==> config.mk <==
export PLATFORM = sky130hd
export DESIGN_NAME = fifo_read_scheduler
export DESIGN_NICKNAME = d
export VERILOG_FILES = /design/src/rtl/fifo_read_scheduler.sv
export SDC_FILE = /design/constraint.sdc
export NUM_CORES = 1
export LEC_CHECK = 0
export ABC_CLOCK_PERIOD_IN_PS = 5750
export CELL_PAD_IN_SITES_DETAIL_PLACEMENT = 0
export CELL_PAD_IN_SITES_GLOBAL_PLACEMENT = 1
export CORE_UTILIZATION = 40
export CTS_BUF_LIST = sky130_fd_sc_hd__clkbuf_16
export DETAILED_ROUTE_END_ITERATION = 7
export PLACE_DENSITY_LB_ADDON = 0.1
export SLEW_MARGIN = 5
export SYNTH_ARGS = -nofsm -noshare
export SYNTH_HDL_FRONTEND = slang
export SYNTH_SLANG_ARGS = --single-unit
==> constraint.sdc <==
create_clock -name clk_in -period 5.75 [get_ports clk_in]
set_input_delay 1.15 -clock clk_in [delete_from_list [all_inputs] [get_ports clk_in]]
set_output_delay 1.15 -clock clk_in [all_outputs]
set_load 0.005 [all_outputs]
==> src/rtl/fifo_read_scheduler.sv <==
// Frame FIFO read scheduler: pops one entry per frame, validates it, and
// streams its 16-bit words to a single one-hot selected channel.
module fifo_read_scheduler #(
  parameter int unsigned TIMEOUT = 256
) (
  input  logic         clk_in,
  input  logic         rst_n,
  input  logic         fifo_empty,
  output logic         fifo_r_enable,
  input  logic [139:0] fifo_data,
  input  logic [7:0]   ch_ready,
  output logic [7:0]   ch_valid,
  output logic [15:0]  dout,
  output logic         frame_last,
  output logic         fmt_err,
  output logic         timeout_err,
  output logic         busy
);

  localparam int unsigned SW = ($clog2(TIMEOUT) > 8) ? $clog2(TIMEOUT) : 8;
  localparam logic [SW-1:0] STALL_MAX = SW'(TIMEOUT - 1);

  typedef enum logic [1:0] {
    IDLE,
    POP,
    LOAD,
    SEND
  } state_t;

  state_t         state;
  logic [127:0]   payload;
  logic [7:0]     ch_reg;
  logic [3:0]     remaining;
  logic [SW-1:0]  stall_cnt;

  logic [7:0]     ld_ch;
  logic [3:0]     ld_n;
  logic           ld_ok;
  logic           xfer;

  always_comb begin
    ld_ch = fifo_data[11:4];
    ld_n  = fifo_data[3:0];
    ld_ok = (ld_ch != '0) && ((ld_ch & (ld_ch - 8'd1)) == '0) &&
            (ld_n != '0) && (ld_n <= 4'd8);
    xfer  = (state == SEND) && ((ch_reg & ch_ready) != '0);
  end

  assign busy = (state != IDLE);

  // dout always mirrors the top word of payload while in SEND, so on a
  // transfer it is loaded with the word that becomes the new top.
  always_ff @(posedge clk_in or negedge rst_n) begin
    if (!rst_n) begin
      state         <= IDLE;
      fifo_r_enable <= 1'b0;
      payload       <= '0;
      ch_reg        <= '0;
      remaining     <= '0;
      stall_cnt     <= '0;
      ch_valid      <= '0;
      dout          <= '0;
      frame_last    <= 1'b0;
      fmt_err       <= 1'b0;
      timeout_err   <= 1'b0;
    end else begin
      fifo_r_enable <= 1'b0;
      fmt_err       <= 1'b0;
      timeout_err   <= 1'b0;
      case (state)
        IDLE: begin
          if (!fifo_empty) begin
            fifo_r_enable <= 1'b1;
            state         <= POP;
          end
        end
        POP: state <= LOAD;
        LOAD: begin
          payload   <= fifo_data[139:12];
          ch_reg    <= ld_ch;
          remaining <= ld_n;
          stall_cnt <= '0;
          if (ld_ok) begin
            ch_valid   <= ld_ch;
            dout       <= fifo_data[139:124];
            frame_last <= (ld_n == 4'd1);
            state      <= SEND;
          end else begin
            fmt_err <= 1'b1;
            state   <= IDLE;
          end
        end
        SEND: begin
          if (xfer) begin
            stall_cnt <= '0;
            payload   <= payload << 16;
            remaining <= remaining - 4'd1;
            if (remaining == 4'd1) begin
              ch_valid   <= '0;
              dout       <= '0;
              frame_last <= 1'b0;
              state      <= IDLE;
            end else begin
              dout       <= payload[111:96];
              frame_last <= (remaining == 4'd2);
            end
          end else if (stall_cnt == STALL_MAX) begin
            timeout_err <= 1'b1;
            stall_cnt   <= '0;
            remaining   <= '0;
            ch_valid    <= '0;
            dout        <= '0;
            frame_last  <= 1'b0;
            state       <= IDLE;
          end else begin
            stall_cnt <= stall_cnt + 1'b1;
          end
        end
        default: state <= IDLE;
      endcase
    end
  end

endmodule

==> qor.csv <==
metric;value;unit
result of the run;finished with violations;
violated checks;DRC;
synthesized area per cell;11.2;um^2
flip-flop count of the largest register, all copies and words added;112;
final setup violation count;0;
GR met2 Demand/Resource;32.6;%
total gr overflow;0;
Post-synth top cells;sky130_fd_sc_hd__dfrtp_1 (162), sky130_fd_sc_hd__nand2_1 (103), sky130_fd_sc_hd__o21ai_0 (103), sky130_fd_sc_hd__mux2i_1 (98), sky130_fd_sc_hd__a22o_1 (40);
detailed-route wire length;18000;um
Routed WL per cell;17.0;um
maximum buffer depth of the clock tree;2;
effective utilization at floorplan;41.0;%
GR peak layer;met2;
area fraction of the dominant cell type after synthesis;54.6;%
global-route wire length before repair;29500;um
Via-to-Cell Ratio;5.09;
Synth-to-Final Area Change;33.1;%
data arrival time of the worst path;3580;ps
number of hold-slack violations in the final timing report;0;
antenna diode instance count;0;
fraction of final layout cells sized beyond drive strength 1;8.06;%
DRT antenna net count;0;
Lkg Pwr;0.00417;uW
max-slew violations;0;
number of gates resized after cts;0;
# clock sinks;162;
root buffer selected by CTS;sky130_fd_sc_hd__clkbuf_16;
most common cell in the synthesized netlist;sky130_fd_sc_hd__dfrtp_1;
Critical Path End Type;register;
later-pin clock latency in the skew report;420;ps
share of the yosys chip area belonging to registers;54.6;%
unrepaired setup endpoints after global routing;no;
post-detail-place hpwl;12600;um
fin crit period;3340;ps
cells taking the most area after synthesis;sky130_fd_sc_hd__dfrtp_1 (55%), sky130_fd_sc_hd__mux2i_1 (13%), sky130_fd_sc_hd__o21ai_0 (6.9%), sky130_fd_sc_hd__nand2_1 (5.2%), sky130_fd_sc_hd__a22o_1 (4.7%);
DR vias;5395;
Core Rows;49;
number of search-and-repair iterations in the first detailed-routing pass;7;
biggest fanout along the worst timing path;208;
number of remaining DRC errors;18;
total power density per cell area;461;nW/um^2
buffers inserted during post-CTS setup optimization;0;
maximum number of pins on one net before global-route repair;209;
number of synthesized register bits;162;
Max H-tree Level;4;
simple logic cell fraction of the synthesized area;8.65;%
main flop type after synthesis;sky130_fd_sc_hd__dfrtp_1;
filler cell count in the final layout;1552;
path type of the worst min-delay path;reg2reg;
total routing resource utilization after global routing;19.8;%
data required time of the critical path;5990;ps
synthesized-area fraction occupied by ao, oa, aoi and oai cells;14.3;%
horizontal die dimension;138;um
post-route fraction of the period consumed by the critical path;58.1;%
peak supply drop;0.332;mV
Max-Cap Viols;0;
CTS Buf Count;17;
cell count after synthesis;661;
Die Footprint;19100;um^2
met3 Usage GRT;4.92;%
Post-synth ARST share;100;%
number of hold buffers added after cts;0;
largest registers;payload x112, dout x16;
via count of the first global-routing pass;5682;
largest family of logic cells by synthesized area;multiplexers;
Unique masters post-synth;45;
Post-Synth Adder-Cell Area;0.674;%
Layout Skew;11.0;ps
transition time at the pin with the least slew margin;1110;ps
Mapped Nets;816;
Sum Neg Setup Slack;0;ps
final-stage net count;974;
number of top-level pins;180;
Critical Setup Path Class;in2reg;
achievable frequency;299;MHz
least setup slack across all paths after layout;2410;ps
die boundary height;138;um
Core ar.;18100;um^2
Post-synth EDFFs;0;
total of buffers placed on input and output ports;179;
antenna violations before repair;0;
post-synthesis xor/xnor area fraction;0.708;%
CTS clk-pin slew, worst paths;60;ps
number of warnings issued by yosys;0;
crit start category;primary input;
register ranked first by flip-flop count;payload;
Starting DRT DRC Count;347;
TritonCTS clock tree;built;
worst setup slack after placement;2050;ps
GR met1 Demand/Resource;25.5;%
cell type with the highest aggregate area in the netlist;sky130_fd_sc_hd__dfrtp_1;
gpl congestion;0.815;
worst slew margin relative to its limit;26.0;%
summed instance area of the synthesized netlist;7420;um^2
mux share of post-synthesis cell area;17.3;%
-- metal layers --
metal	vias up	routed length [um]	part of all wire, %
li1	2660	-	-
met1	2591	8120	45
met2	126	8700	48
met3	18	957	5.3
met4	0	259	1.4
met5	-	0	0
-- worst paths after layout --
kind	start	to	slack (ps)	depth (start not counted)
hold / removal	payload[64]	payload[64]	480	2
setup / recovery	ch_ready[2]	payload[78]	2410	6
hold reg to reg	payload[64]	payload[64]	480	2
min in group asynchronous	rst_n	dout[3]	780	1
max in group asynchronous	rst_n	stall_cnt[7]	3860	2
setup reg to reg	state[1]	payload[78]	2470	4
-- stage by stage --
step	total power, uW	instances	cell area [um^2]	hold slack, ps	util (%)
detailed placement	3460	1029	9300	470	51.4
global placement	3390	1029	9300	462	51.4
floorplan	2940	661	7420	448	-
global route	4870	1060	9880	502	54.6
finish	4550	1060	9880	479	54.6
CTS	4600	1060	9880	484	54.6
-- report_power, final --
group	switching [uW]	leakage [uW]	internal, uW
clock network	454	0.000291	672
registers	311	0.00204	1640
logic	725	0.00185	749
-- cells by family after synthesis --
kind of cell / count (synthesis)
compound gates: 171
xor+xnor: 6
fa+ha+maj: 4
buf+inv: 50
flops: 162
mux: 122
simple gates: 146
-- layout make-up --
| class | instances | area [um^2] | area share, % |
|---|---|---|---|
| Timing Repair Buffer | 183 | 1820 | 18.5 |
| Inverter | 6 | 22.5 | 0.228 |
| Multi-Input combinational cell | 449 | 3110 | 31.5 |
| Clock inverter | 14 | 151 | 1.53 |
| Sequential cell | 162 | 4050 | 41.0 |
| Clock buffer | 17 | 425 | 4.31 |
| Tap cell | 229 | 287 | 2.90 |
-- worst max-delay path, cell delays in order --
cell,delay (ps)
sky130_fd_sc_hd__clkdlybuf4s50_1,410
sky130_fd_sc_hd__a22oi_1,190
sky130_fd_sc_hd__nand2_1,100
sky130_fd_sc_hd__or3_1,540
sky130_fd_sc_hd__nand2_8,680
sky130_fd_sc_hd__o21ai_0,270
-- cells in the final DEF (no fill, tap or decap), types with 4 or more instances in the layout --
cell type                         netlist  routed
sky130_fd_sc_hd__buf_4                  1       4
sky130_fd_sc_hd__a22o_1                40      40
sky130_fd_sc_hd__o21ai_1                5       5
sky130_fd_sc_hd__clkdlybuf4s50_1        0     178
sky130_fd_sc_hd__o21ai_0              103     103
sky130_fd_sc_hd__nor3_1                 5       5
sky130_fd_sc_hd__nand2_1              103     103
sky130_fd_sc_hd__dfrtp_1              162     162
sky130_fd_sc_hd__a21oi_1                6       6
sky130_fd_sc_hd__inv_1                  6      10
sky130_fd_sc_hd__nor2_1                17      16
sky130_fd_sc_hd__mux2_2                15      15
sky130_fd_sc_hd__clkbuf_16              0      17
sky130_fd_sc_hd__mux2i_1               98      98
sky130_fd_sc_hd__ha_1                   4       4
sky130_fd_sc_hd__mux2_4                 9       9
Note: power is estimated with default switching activity, not from simulation.
